==> src/rtl/alu_mdu_seq_if.sv <==
// alu_mdu_seq_if: request/response handshake bundle for the sequential EX-stage ALU/MDU.
// master = issuing pipeline stage, slave = alu_mdu_seq.
interface alu_mdu_seq_if #(
   parameter int XLEN = 32
);
   logic            in_valid;
   logic            in_ready;
   logic [4:0]      op;
   logic [XLEN-1:0] rdataA;
   logic [XLEN-1:0] rdataB;
   logic            out_valid;
   logic            out_ready;
   logic [XLEN-1:0] ALU_result;
   logic            busy;

   modport master (
      output in_valid, op, rdataA, rdataB, out_ready,
      input  in_ready, out_valid, ALU_result, busy
   );

   modport slave (
      input  in_valid, op, rdataA, rdataB, out_ready,
      output in_ready, out_valid, ALU_result, busy
   );
endinterface

==> src/rtl/alu_mdu_seq.sv <==
// alu_mdu_seq: sequential RV32I/RV64I execute ALU with RV M-extension.
// Base ops finish in one cycle; multiply iterates shift-add, divide iterates
// restoring division, both on operand magnitudes with sign fix-up at the end.
// Optional macro ALU_MDU_FAST_MUL_EN: MUL* use a single-cycle combinational
// multiplier (IDLE->FIX->DONE); divide stays iterative in both builds.
module alu_mdu_seq #(
   parameter int XLEN = 32,
   parameter int SHW  = $clog2(XLEN)
) (
   input  logic         clk,
   input  logic         rst_n,
   input  logic         flush,
   alu_mdu_seq_if.slave bus
);

   localparam logic [2:0] ST_IDLE = 3'd0;
   localparam logic [2:0] ST_MUL  = 3'd1;
   localparam logic [2:0] ST_DIV  = 3'd2;
   localparam logic [2:0] ST_FIX  = 3'd3;
   localparam logic [2:0] ST_DONE = 3'd4;

   localparam logic [4:0] OP_ADD    = 5'h00;
   localparam logic [4:0] OP_SUB    = 5'h01;
   localparam logic [4:0] OP_SLL    = 5'h02;
   localparam logic [4:0] OP_SLT    = 5'h03;
   localparam logic [4:0] OP_SLTU   = 5'h04;
   localparam logic [4:0] OP_XOR    = 5'h05;
   localparam logic [4:0] OP_SRL    = 5'h06;
   localparam logic [4:0] OP_SRA    = 5'h07;
   localparam logic [4:0] OP_OR     = 5'h08;
   localparam logic [4:0] OP_AND    = 5'h09;
   localparam logic [4:0] OP_PASSB  = 5'h0A;
   localparam logic [4:0] OP_MUL    = 5'h10;
   localparam logic [4:0] OP_MULH   = 5'h11;
   localparam logic [4:0] OP_MULHSU = 5'h12;
   localparam logic [4:0] OP_MULHU  = 5'h13;
   localparam logic [4:0] OP_DIV    = 5'h14;
   localparam logic [4:0] OP_DIVU   = 5'h15;
   localparam logic [4:0] OP_REM    = 5'h16;
   localparam logic [4:0] OP_REMU   = 5'h17;

   logic [2:0]      state;
   logic [SHW-1:0]  cnt;
   logic [XLEN-1:0] hi;        // product high half / partial remainder
   logic [XLEN-1:0] lo;        // multiplier+product low half / dividend+quotient
   logic [XLEN-1:0] m;         // multiplicand / divisor magnitude
   logic [4:0]      op_r;
   logic            sa_r;      // operand A was negative under signed interpretation
   logic            sb_r;      // operand B was negative under signed interpretation
   logic            out_valid_r;
   logic            busy_r;
   logic [XLEN-1:0] result_r;

   logic            is_mul;
   logic            is_div;
   logic            a_signed;
   logic            b_signed;
   logic            neg_a;
   logic            neg_b;
   logic [XLEN-1:0] mag_a;
   logic [XLEN-1:0] mag_b;
   logic [SHW-1:0]  shamt;
   logic [XLEN-1:0] base_res;
   logic            accept;

   logic [XLEN:0]   mul_sum;
   logic [XLEN:0]   div_shift;
   logic [XLEN:0]   div_diff;

   logic [2*XLEN-1:0] prod;
   logic [XLEN-1:0]   quo;
   logic [XLEN-1:0]   rem;
   logic [XLEN-1:0]   fix_res;

`ifdef ALU_MDU_FAST_MUL_EN
   logic [2*XLEN-1:0] fast_prod;
   assign fast_prod = (2*XLEN)'(mag_a) * (2*XLEN)'(mag_b);
`endif

   assign bus.out_valid  = out_valid_r;
   assign bus.busy       = busy_r;
   assign bus.ALU_result = result_r;

   // DONE is the only state holding a result, so "IDLE with the result being
   // consumed" is expressed as DONE && out_ready; this enables back-to-back issue.
   assign bus.in_ready = !flush &&
                         ((state == ST_IDLE) || ((state == ST_DONE) && bus.out_ready));
   assign accept       = bus.in_valid && bus.in_ready;

   assign shamt  = bus.rdataB[SHW-1:0];
   assign is_mul = (bus.op[4:2] == 3'b100);
   assign is_div = (bus.op[4:2] == 3'b101);

   // Operand signedness per M op and magnitude extraction.
   always_comb begin
      a_signed = 1'b0;
      b_signed = 1'b0;
      case (bus.op)
         OP_MULH:   begin a_signed = 1'b1; b_signed = 1'b1; end
         OP_MULHSU: begin a_signed = 1'b1; b_signed = 1'b0; end
         OP_DIV:    begin a_signed = 1'b1; b_signed = 1'b1; end
         OP_REM:    begin a_signed = 1'b1; b_signed = 1'b1; end
         default:   begin a_signed = 1'b0; b_signed = 1'b0; end
      endcase
      neg_a = a_signed && bus.rdataA[XLEN-1];
      neg_b = b_signed && bus.rdataB[XLEN-1];
      mag_a = neg_a ? -bus.rdataA : bus.rdataA;
      mag_b = neg_b ? -bus.rdataB : bus.rdataB;
   end

   // Single-cycle base integer operations.
   always_comb begin
      base_res = '0;
      case (bus.op)
         OP_ADD:   base_res = bus.rdataA + bus.rdataB;
         OP_SUB:   base_res = bus.rdataA - bus.rdataB;
         OP_SLL:   base_res = bus.rdataA << shamt;
         OP_SLT:   base_res = {{(XLEN-1){1'b0}}, $signed(bus.rdataA) < $signed(bus.rdataB)};
         OP_SLTU:  base_res = {{(XLEN-1){1'b0}}, bus.rdataA < bus.rdataB};
         OP_XOR:   base_res = bus.rdataA ^ bus.rdataB;
         OP_SRL:   base_res = bus.rdataA >> shamt;
         OP_SRA:   base_res = $signed(bus.rdataA) >>> shamt;
         OP_OR:    base_res = bus.rdataA | bus.rdataB;
         OP_AND:   base_res = bus.rdataA & bus.rdataB;
         OP_PASSB: base_res = bus.rdataB;
         default:  base_res = '0;
      endcase
   end

   // One shift-add step and one restoring-division step.
   always_comb begin
      mul_sum   = lo[0] ? ({1'b0, hi} + {1'b0, m}) : {1'b0, hi};
      div_shift = {hi, lo[XLEN-1]};
      div_diff  = div_shift - {1'b0, m};
   end

   // Sign correction and result select. The DIV overflow case (most-negative / -1)
   // falls out of the magnitude arithmetic; only divide-by-zero needs an override,
   // and a zero divisor already leaves the dividend magnitude in the remainder.
   always_comb begin
      prod = {hi, lo};
      if (sa_r ^ sb_r) prod = -prod;
      quo = lo;
      if (sa_r ^ sb_r) quo = -quo;
      rem = hi;
      if (sa_r) rem = -rem;
      if (m == '0) quo = '1;
      case (op_r)
         OP_MUL:                       fix_res = prod[XLEN-1:0];
         OP_MULH, OP_MULHSU, OP_MULHU: fix_res = prod[2*XLEN-1:XLEN];
         OP_DIV, OP_DIVU:              fix_res = quo;
         default:                      fix_res = rem;
      endcase
   end

   // Control FSM, iteration datapath and result register.
   always_ff @(posedge clk or negedge rst_n) begin
      if (!rst_n) begin
         state       <= ST_IDLE;
         cnt         <= '0;
         hi          <= '0;
         lo          <= '0;
         m           <= '0;
         op_r        <= '0;
         sa_r        <= 1'b0;
         sb_r        <= 1'b0;
         out_valid_r <= 1'b0;
         busy_r      <= 1'b0;
         result_r    <= '0;
      end else if (flush) begin
         state       <= ST_IDLE;
         out_valid_r <= 1'b0;
         busy_r      <= 1'b0;
      end else begin
         case (state)
            ST_IDLE, ST_DONE: begin
               if ((state == ST_DONE) && bus.out_ready) begin
                  out_valid_r <= 1'b0;
                  state       <= ST_IDLE;
               end
               if (accept) begin
                  op_r <= bus.op;
                  sa_r <= neg_a;
                  sb_r <= neg_b;
                  if (is_mul) begin
                     out_valid_r <= 1'b0;
                     busy_r      <= 1'b1;
                     m           <= mag_a;
`ifdef ALU_MDU_FAST_MUL_EN
                     hi          <= fast_prod[2*XLEN-1:XLEN];
                     lo          <= fast_prod[XLEN-1:0];
                     state       <= ST_FIX;
`else
                     hi          <= '0;
                     lo          <= mag_b;
                     cnt         <= SHW'(XLEN-1);
                     state       <= ST_MUL;
`endif
                  end else if (is_div) begin
                     out_valid_r <= 1'b0;
                     busy_r      <= 1'b1;
                     hi          <= '0;
                     lo          <= mag_a;
                     m           <= mag_b;
                     cnt         <= SHW'(XLEN-1);
                     state       <= ST_DIV;
                  end else begin
                     result_r    <= base_res;
                     out_valid_r <= 1'b1;
                     state       <= ST_DONE;
                  end
               end
            end
            ST_MUL: begin
               hi  <= mul_sum[XLEN:1];
               lo  <= {mul_sum[0], lo[XLEN-1:1]};
               cnt <= cnt - 1'b1;
               if (cnt == '0) state <= ST_FIX;
            end
            ST_DIV: begin
               if (!div_diff[XLEN]) begin
                  hi <= div_diff[XLEN-1:0];
                  lo <= {lo[XLEN-2:0], 1'b1};
               end else begin
                  hi <= div_shift[XLEN-1:0];
                  lo <= {lo[XLEN-2:0], 1'b0};
               end
               cnt <= cnt - 1'b1;
               if (cnt == '0) state <= ST_FIX;
            end
            ST_FIX: begin
               result_r    <= fix_res;
               out_valid_r <= 1'b1;
               busy_r      <= 1'b0;
               state       <= ST_DONE;
            end
            default: begin
               state       <= ST_IDLE;
               out_valid_r <= 1'b0;
               busy_r      <= 1'b0;
            end
         endcase
      end
   end

endmodule
==> src/flat_wrapper.sv <==
// flat-port wrapper written by rule: the top's interface ports become plain ports
module alu_mdu_seq_flat 
#(
   parameter int XLEN = 32,
   parameter int SHW  = $clog2(XLEN)
)
  (clk, rst_n, flush, bus_in_valid, bus_op, bus_rdataA, bus_rdataB, bus_out_ready, bus_in_ready, bus_out_valid, bus_ALU_result, bus_busy);
  alu_mdu_seq_if #(.XLEN(XLEN)) bus_i ();
  input  logic clk;
  input  logic rst_n;
  input  logic flush;
  input wire logic [$bits(bus_i.in_valid)-1:0] bus_in_valid;
  input wire logic [$bits(bus_i.op)-1:0] bus_op;
  input wire logic [$bits(bus_i.rdataA)-1:0] bus_rdataA;
  input wire logic [$bits(bus_i.rdataB)-1:0] bus_rdataB;
  input wire logic [$bits(bus_i.out_ready)-1:0] bus_out_ready;
  output wire logic [$bits(bus_i.in_ready)-1:0] bus_in_ready;
  output wire logic [$bits(bus_i.out_valid)-1:0] bus_out_valid;
  output wire logic [$bits(bus_i.ALU_result)-1:0] bus_ALU_result;
  output wire logic [$bits(bus_i.busy)-1:0] bus_busy;
  assign bus_i.in_valid = bus_in_valid;
  assign bus_i.op = bus_op;
  assign bus_i.rdataA = bus_rdataA;
  assign bus_i.rdataB = bus_rdataB;
  assign bus_i.out_ready = bus_out_ready;
  assign bus_in_ready = bus_i.in_ready;
  assign bus_out_valid = bus_i.out_valid;
  assign bus_ALU_result = bus_i.ALU_result;
  assign bus_busy = bus_i.busy;
  alu_mdu_seq #(.XLEN(XLEN), .SHW(SHW)) u_core (.clk(clk), .rst_n(rst_n), .flush(flush), .bus(bus_i));
endmodule
==> config.mk <==
export PLATFORM = sky130hd
export DESIGN_NAME = alu_mdu_seq_flat
export DESIGN_NICKNAME = d
export VERILOG_FILES = /design/src/rtl/alu_mdu_seq_if.sv /design/src/rtl/alu_mdu_seq.sv /design/src/flat_wrapper.sv
export SDC_FILE = /design/constraint.sdc
export NUM_CORES = 1
export LEC_CHECK = 0
export BUFFER_PORTS_ARGS = -buffer_cell sky130_fd_sc_hd__buf_2
export CAP_MARGIN = 5
export CORE_ASPECT_RATIO = 0.9
export CORE_UTILIZATION = 40
export DETAILED_ROUTE_END_ITERATION = 12
export PLACE_DENSITY = 0.6
export SETUP_SLACK_MARGIN = 0.15
export SLEW_MARGIN = 10
export SYNTH_ARGS = -nofsm -noshare
export SYNTH_HDL_FRONTEND = slang
export SYNTH_SLANG_ARGS = --single-unit
==> constraint.sdc <==
create_clock -name clk -period 3.9 [get_ports clk]
set_input_delay 0.975 -clock clk [delete_from_list [all_inputs] [get_ports clk]]
set_output_delay 0.975 -clock clk [all_outputs]
set_load 0.01 [all_outputs]
# After elaboration in Yosys (flattened, before gate mapping)
# Cells that the tools add are included.
# word_totals
regBits	145
word_cells	144
# op_classes
add_sub_neg	10
n_lt_le_gt_ge	2
n_eq_ne	35
shifts	3
muxes	49
bitwise_logic	5
reduce_logical	29
# op_table
op	count
$mux 32	17
$pmux 32 s11	1
$pmux 32 s3	3
$neg 32->32	4
$lt 32x32->1	2
$mux 64	1
$neg 64->64	1
$pmux 32 s2	1
$eq 5x5->1 const B	10
$add 32x32->33	1
$mux 33	1
$sub 33x32->33	1
$add 32x32->32	1
$and 32x32->32	1
$logic_not 32->1	1
$or 32x32->32	1
$shl 32x5->32	1
$shr 32x5->32	1
$sshr 32x5->32	1
$sub 32x32->32	1
$xor 32x32->32	1
$eq 5x3->1 const B	4
$mux 3	6
$eq 5x4->1 const B	3
other kinds (33)	68

# Logic depth before layout (Yosys ltp)
# Gate-level depths: netlist (run 1).
# depth
depth_word	9
mapped_depth	16
ltp_nobuf	14

# Least setup slack after synthesis (run 1)
# Ideal clock, no wire load.
# synth_timing
kind	in2reg
start	input bus_rdataB[2]
end	register u_core.result_r[30] (netlist: u_core.bus.ALU_result[30])
arrival_ns	4.606
t_required_ns	3.774
slack_ns	-0.832
cell_stages	15
cell_sequence	clkbuf_1 inv_2 buf_1 clkbuf_1 ha_1 a21o_1 a221o_1 a21o_1 a31oi_1 nand4b_1 a31o_1 a311o_1 nor3_1 a211oi_1 o32a_1
# synth_between
elab_chain_len	6
word_cells_on_any_way	10
classes_between	add/sub (2); shift (3); mux (5)
# synth_lines
item	line_no	source
from (decl)	flat_wrapper.sv:15	input wire logic [$bits(bus_i.rdataB)-1:0] bus_rdataB;
$sub 32x32->32 (tied with other cells)	alu_mdu_seq.sv:116	OP_SUB: base_res = bus.rdataA - bus.rdataB;
$pmux 32 s11 (*)	alu_mdu_seq.sv:114	case (bus.op)
$mux 32 (*)	alu_mdu_seq.sv:199	end else if (is_div) begin
$mux 32 (*)	alu_mdu_seq.sv:185	if (is_mul) begin
$mux 32 (*)	alu_mdu_seq.sv:181	if (accept) begin
$pmux 32 s2 (*)	alu_mdu_seq.sv:175	case (state)
to (signal assigned)	alu_mdu_seq.sv:208	result_r <= base_res;
to (signal assigned)	alu_mdu_seq.sv:232	result_r <= fix_res;
to (decl)	alu_mdu_seq.sv:52	logic [XLEN-1:0] result_r;
# Every way passes the cells marked *; elsewhere a longest branch is shown, timed or not. The select of a mux whose other input is x is not followed.
# A chain may end at the register's enable or synchronous reset.

# Final worst setup path (run 1)
# layout_timing
start	input bus_rdataA[9]
end	register u_core.result_r[30] (netlist: u_core.bus.ALU_result[30])
# layout_between
elab_chain_len	6
word_cells_on_any_way	10
classes_between	add/sub (2); shift (3); mux (5)
# layout_lines
item	line_no	source
from (decl)	flat_wrapper.sv:14	input wire logic [$bits(bus_i.rdataA)-1:0] bus_rdataA;
$sub 32x32->32 (tied with other cells)	alu_mdu_seq.sv:116	
$pmux 32 s11 (*)	alu_mdu_seq.sv:114	
$mux 32 (*)	alu_mdu_seq.sv:199	
$mux 32 (*)	alu_mdu_seq.sv:185	
$mux 32 (*)	alu_mdu_seq.sv:181	
$pmux 32 s2 (*)	alu_mdu_seq.sv:175	
# Marked as above.

==> impl_results.md, run 1 <==
* 1st-iter DRT viols at approximately 4400
* Top_reg_cell synth: dfrtp_1
* Core box area at between 0.05 and 0.06 mm2
* IO Port Bufs at between 100 and 150
* Final WL at roughly 120000 um
* Peak supply drop at 293 uV
* Yosys warning count at 0
* Post-placement cell count at approximately 4500
* Die area at ~0.06 mm2
* DR vias at 29400
* Clock sink total at ~150
* Gpl congestion at approximately 1.0
* Starting Density at 40.5%
* Slew Limit Fails at 0
* HP Class: reg -> reg
* Yosys top cell by area: dfrtp_1
* Max Cap Violations at 0
* Pin count of the biggest net entering global routing at between 80 and 90
* Worst Tran Pin Value at approximately 920 ps
* Dpl cell area at 0.0292 mm2
* Worst setup EP type: flip-flop
* Setup CP Type: in -> reg
* Vias in the first global route at around 27000
* Final Cycle Share at a little over nine tenths
* Post-Layout Cell Count at 4532
* Syn_area_per_cell at between 7 and 8 um2
* Top cells by area, synth: dfrtp_1 (15%), ha_1 (9.2%), nor2_1 (5.4%), a21oi_1 (5.2%), o21ai_0 (4.7%)
* Area taken by multi-input logic gates at about 0.019 mm2
* Gr usage total at 39.4%
* Slew headroom at about two fifths
* Cell count after synthesis at 3268
* Sequential share of the synthesized area at 15.3%
* Die H at roughly 230 um
* Tot Pwr at around 0.014 W
* Register area at about 0.0036 mm2
* Depth of the CTS H-tree at 4
* Syn Std Cell Area at roughly 0.024 mm2
* Final instance area at roughly 0.030 mm2
* Post-synth top cells: nor2_1 (338), nand2_1 (284), a21oi_1 (248)
* Number of enable flip-flop cells after synthesis at 0
* Drt pass-1 iters at 6
* Max clock buf depth at 2
* Hold Fails Final Rpt at 0
* ANT nets after route at 0
* First-pass GRT wire length at around 180000 um
* Most instantiated library cell after synthesis: nor2_1
* Residual DRC count at 0
* Clock skew at between 10 and 15 ps
* IO Count at ~110
* CP Max Fanout at 7
* WP data arrival at 4120 ps
* CTS tree: yes
* Antenna Cells at 0
* Root Driver: clkbuf_16
* Startpoint Class: primary input
* Die X at between 200 and 300 um
* DP HPWL at 97700 um
* Row cnt at 84
* Vias per cell at between 6 and 7
* Reg clk slew, reported paths at ~70 ps
* PwrDens at roughly 450 mW/mm2
* Synth Register Bits at about 150
* Min Tclk post-route at ~3800 ps
* CTS buffer count at 17
* Distinct cells, synth at 91
* LEAKAGE at roughly 13 nW
* Final setup margin at 135 ps
* Synth async-reset ratio at 100%
* Fin nets at 3997
* Post-synth top area share at 15.3%
* Hold Buf Count CTS at 0
* Clock Latency Late Sink at roughly 470 ps
* Share of layout cells above drive strength 1 at about a quarter
* DR WL/cell at about 27 um
* Fill cell total of the finished layout at 5836
* Final Core Density at 52.0%
* Area Overhead vs Synth at 28.2%
* CP required at 4250 ps
* Status: finished clean
* Residual overflow from global routing at 0
* Pre-CTS WS at -505 ps
* Initial antenna violation count at 4
* RSZ-0062 raised after global routing: yes
* # setup viols final at 0
* Post-Syn Nets at roughly 3500
* Fmax at about 0.27 GHz
-- worst paths after layout --
| kind | slack (ps) | to | from | depth (start not counted) |
|---|---|---|---|---|
| max reg2reg | 150 | u_core.bus.ALU_result[29] | u_core.hi[0] | 10 |
| min in group asynchronous | 580 | u_core.m[25] | rst_n | 1 |
| min | 480 | u_core.bus.ALU_result[17] | u_core.bus.ALU_result[17] | 2 |
| max | 140 | u_core.bus.ALU_result[30] | bus_rdataA[9] | 17 |
| min reg2reg | 480 | u_core.bus.ALU_result[17] | u_core.bus.ALU_result[17] | 2 |
| max in group asynchronous | 2480 | u_core.hi[1] | rst_n | 2 |
-- worst max-delay path, stage by stage --
cell	delay [ps]
clkbuf_4	170
inv_1	60
ha_1	290
buf_4	170
nor3b_1	90
or3_4	390
o21ai_2	180
a21oi_1	100
buf_4	170
o211ai_1	270
a21oi_1	110
buf_4	170
or2_4	240
a21oi_2	190
buf_4	130
a211oi_1	60
o32a_1	350
-- power breakdown --
part,switching (W),internal [W]
clock,0.000746,0.00114
combinational,0.00537,0.00388
sequential,0.000649,0.00195
total,0.00676,0.00696
-- stage by stage --
step	setup TNS, ps	hold WS, ps
6_report	0	482
5_1_grt	0	500
4_1_cts	0	486
3_5_place_dp	-7610	473
3_3_place_gp	-6690	464
2_1_floorplan	0	463
-- kinds of logic (layout without fill, tap and decap cells) --
logic type / count (synthesis) / in the layout / synth area share [%]
xor+xnor: 190 / 190 / 7.03
flops: 145 / 145 / 15.3
compound gates: 1209 / 1209 / 33.8
simple gates: 988 / 988 / 19.3
fa+ha+maj: 178 / 178 / 9.53
buf+inv: 420 / 910 / 6.74
mux: 138 / 138 / 8.37
-- layout make-up --
class | count | share of cell area (%)
Timing Repair Buffer | 725 | 18.0
Clock inverter | 13 | 0.688
Tap cell | 774 | 3.19
Multi-Input combinational cell | 2703 | 62.7
Clock buffer | 19 | 1.43
Sequential cell | 145 | 12.0
Inverter | 153 | 1.94
-- state kept, by name, indices dropped and copies added, names as in the netlist --
| name | count |
|---|---|
| u_core.hi | 32 |
| u_core.bus.busy | 1 |
| u_core.bus.ALU_result | 32 |
| u_core.lo | 32 |
| u_core.bus.out_valid | 1 |
| u_core.sa_r | 1 |
| u_core.m | 32 |
| u_core.state | 3 |
| u_core.cnt | 5 |
| u_core.sb_r | 1 |
| u_core.op_r | 5 |
-- metal layers --
| layer | global-route usage, % | up-vias | routed length (um) | share of wire (%) |
|---|---|---|---|---|
| met4 | 13.7 | 6 | 4500 | 3.7 |
| met1 | 58.8 | 14100 | 53700 | 44 |
| met2 | 54.4 | 1909 | 48400 | 40 |
| met3 | 8.97 | 209 | 14800 | 12 |
| li1 | - | 13200 | - | - |
| met5 | 0 | - | 47 | 0.039 |
-- repair_timing --
| action | CTS | global route |
|---|---|---|
| setup endpoints to repair | 36 | 55 |
| gates resized for setup | 15 | 91 |
| setup buffers | 2 | 6 |
| pin swaps | 6 | 30 |
-- layout by cell type (no fill, tap or decap), types with 101 or more instances in the layout --
cell / instances
a21oi_1: 235
buf_2: 101
buf_4: 594
dfrtp_1: 144
ha_1: 161
inv_1: 146
nand2_1: 283
nor2_1: 332
o21ai_0: 217
xnor2_1: 125
(Power assumes the default switching activity.)
==> run 2: changes to the inputs <==
PLACE_DENSITY = 0.65   (was 0.6)
==> impl_results.md, run 2 (same netlist as run 1, synthesis figures left out) <==
* Status: finished clean
* Final WL at 121000 um (-0.59%)
* DR WL/cell at 26.6 um (-0.61%)
* Fill cell total of the finished layout at 5844 (+0.14%)
* Post-placement cell count at 4493 (+0.022%)
* # setup viols final at 0 (unchanged)
* Die area at 0.0602 mm2 (unchanged)
* Peak supply drop at 271 uV (-7.6%)
* DR vias at 29500 (+0.42%)
* Fmax at 0.267 GHz (+0.43%)
* CP Max Fanout at 5 (-2)
* Root Driver: clkbuf_16
* RSZ-0062 raised after global routing: yes
* Worst setup EP type: flip-flop
* Area Overhead vs Synth at 27.1%
* HP Class: in -> async
* Setup_tns at 0 ps (unchanged)
* Pin count of the biggest net entering global routing at 76 (-6.2%)
* DP HPWL at 97400 um (-0.39%)
* Startpoint Class: flip-flop
* Die H at 233 um (unchanged)
* Most frequent cells in the layout: buf_4 (601), nor2_1 (331), nand2_1 (283)
* Vias per cell at 6.50 (+0.40%)
* CTS buffer count at 17 (unchanged)
* Depth of the CTS H-tree at 4 (unchanged)
* Initial antenna violation count at 3 (-1)
* Reg clk slew, reported paths at 80 ps (about the same)
* Pre-CTS WS at -595 ps (-89.8 ps)
* CP required at 4240 ps (about the same)
* Max clock buf depth at 2 (unchanged)
* Core box area at 0.0584 mm2 (unchanged)
* First-pass GRT wire length at 177000 um (-0.23%)
* Max Cap Violations at 0 (unchanged)
* WP data arrival at 4090 ps (-30 ps)
* Vias in the first global route at 27000 (+1.5%)
* Residual DRC count at 0 (unchanged)
* IO Port Bufs at 108 (unchanged)
* Hold Fails Final Rpt at 0 (unchanged)
* LEAKAGE at 13.0 nW (-0.30%)
* Starting Density at 40.5% (unchanged)
* Worst Tran Pin Value at 1020 ps (+103 ps)
* Drt pass-1 iters at 6 (unchanged)
* Clock Latency Late Sink at 470 ps (about the same)
* Final instance area at 0.0301 mm2 (-0.79%)
* CTS tree: yes
* Most common cell after layout, fill and taps aside: buf_4
* ANT nets after route at 0 (unchanged)
* CP startpoint: u_core.hi[1]
* Slew Limit Fails at 0 (unchanged)
* FF-to-FF Start: u_core.hi[1]
* Final setup margin at 151 ps (+16.0 ps)
* Setup CP Type: reg -> reg
* Final Cycle Share at 96.1% (-0.41 points)
* Final Core Density at 51.5% (-0.41 points)
* PwrDens at 446 mW/mm2 (-1.4%)
* Min Tclk post-route at 3750 ps (-16.0 ps)
* Slew headroom at 31.7% (-7.0 points)
* Gr usage total at 39.2% (-0.26 points)
* Die X at 259 um (unchanged)
* Share of layout cells above drive strength 1 at 24.6% (-0.55 points)
* Clock skew at 14.6 ps (+0.864 ps)
* Hold Buf Count CTS at 0 (unchanged)
* Post-Layout Cell Count at 4533 (+0.022%)
* 1st-iter DRT viols at 4388 (-1.3%)
* Residual overflow from global routing at 0 (unchanged)
* Gpl congestion at 1.08 (+3.0%)
* Dpl cell area at 0.0292 mm2 (-0.15%)
* Fin nets at 3996 (-0.025%)
* IO Count at 109 (unchanged)
* Clock sink total at 145 (unchanged)
* Row cnt at 84 (unchanged)
run 2: cell count changes in the layout (fill, tap and decap cells not counted), sizes merged:
cell      previous run  this run
buf                723       724
bufinv               5         1
clkbuf              21        17
clkinvlp             3         1
diode                0         2
inv                155       163
run 2: timing repair:
| action | 4_1_cts | 5_1_grt |
|---|---|---|
| endpoints found under the hold margin | 0 | 0 |
| pin swaps | 2 | 18 |
| endpoints found under the setup margin | 22 | 50 |
| gates resized for setup | 10 | 54 |
| buffers inserted | 1 | 5 |
run 2: critical path, stage by stage, from the launching register on:
cell and delay, ps:
dfrtp_2 440, or4_4 530, or4_4 430, or4_4 480
or4_4 620, o31ai_4 200, xor2_1 170, o21ai_1 110
o21ai_2 320, and4_1 260, a221oi_2 60
run 2: per-stage QoR:
| step | power (W) | hold slack, ps |
|---|---|---|
| 2_1_floorplan | 0.00817 | 463 |
| 3_3_place_gp | 0.0112 | 463 |
| 3_5_place_dp | 0.0112 | 470 |
| 4_1_cts | 0.0130 | 488 |
| 5_1_grt | 0.0143 | 513 |
| 6_report | 0.0134 | 481 |
run 2: area by class of cell:
cell class	count	area, um2	area share (%)
antenna	2	5.00	0.0166
clock buffer	17	425	1.41
clock inverter	15	164	0.544
inverter	153	587	1.95
multi-input combinational	2703	18900	62.9
sequential	145	3630	12.1
tap	774	968	3.22
timing repair buffer	724	5390	17.9
run 2: final timing paths:
path | slack, ps | cells after the start | end
max in group asynchronous | 2560 | 2 | u_core.hi[26]
min in group clk | 480 | 2 | u_core.bus.ALU_result[7]
min | 480 | 1 | u_core.m[9]
min reg2reg | 480 | 2 | u_core.bus.ALU_result[7]
max | 150 | 10 | u_core.bus.ALU_result[29]
max reg2reg | 150 | 10 | u_core.bus.ALU_result[29]
run 2: report_power, final:
part,switching [W],internal (W)
Combinational,0.00530,0.00378
Clock,0.000824,0.000912
Sequential,0.000657,0.00195
Total,0.00678,0.00664
run 2: metal layers:
metal	share of wire (%)	up-vias	GRT usage, %
li1	-	13200	-
met1	43	14200	56.7
met2	40	1874	55.0
met3	13	245	10.2
met4	3.7	2	14.0
met5	0.011	-	0
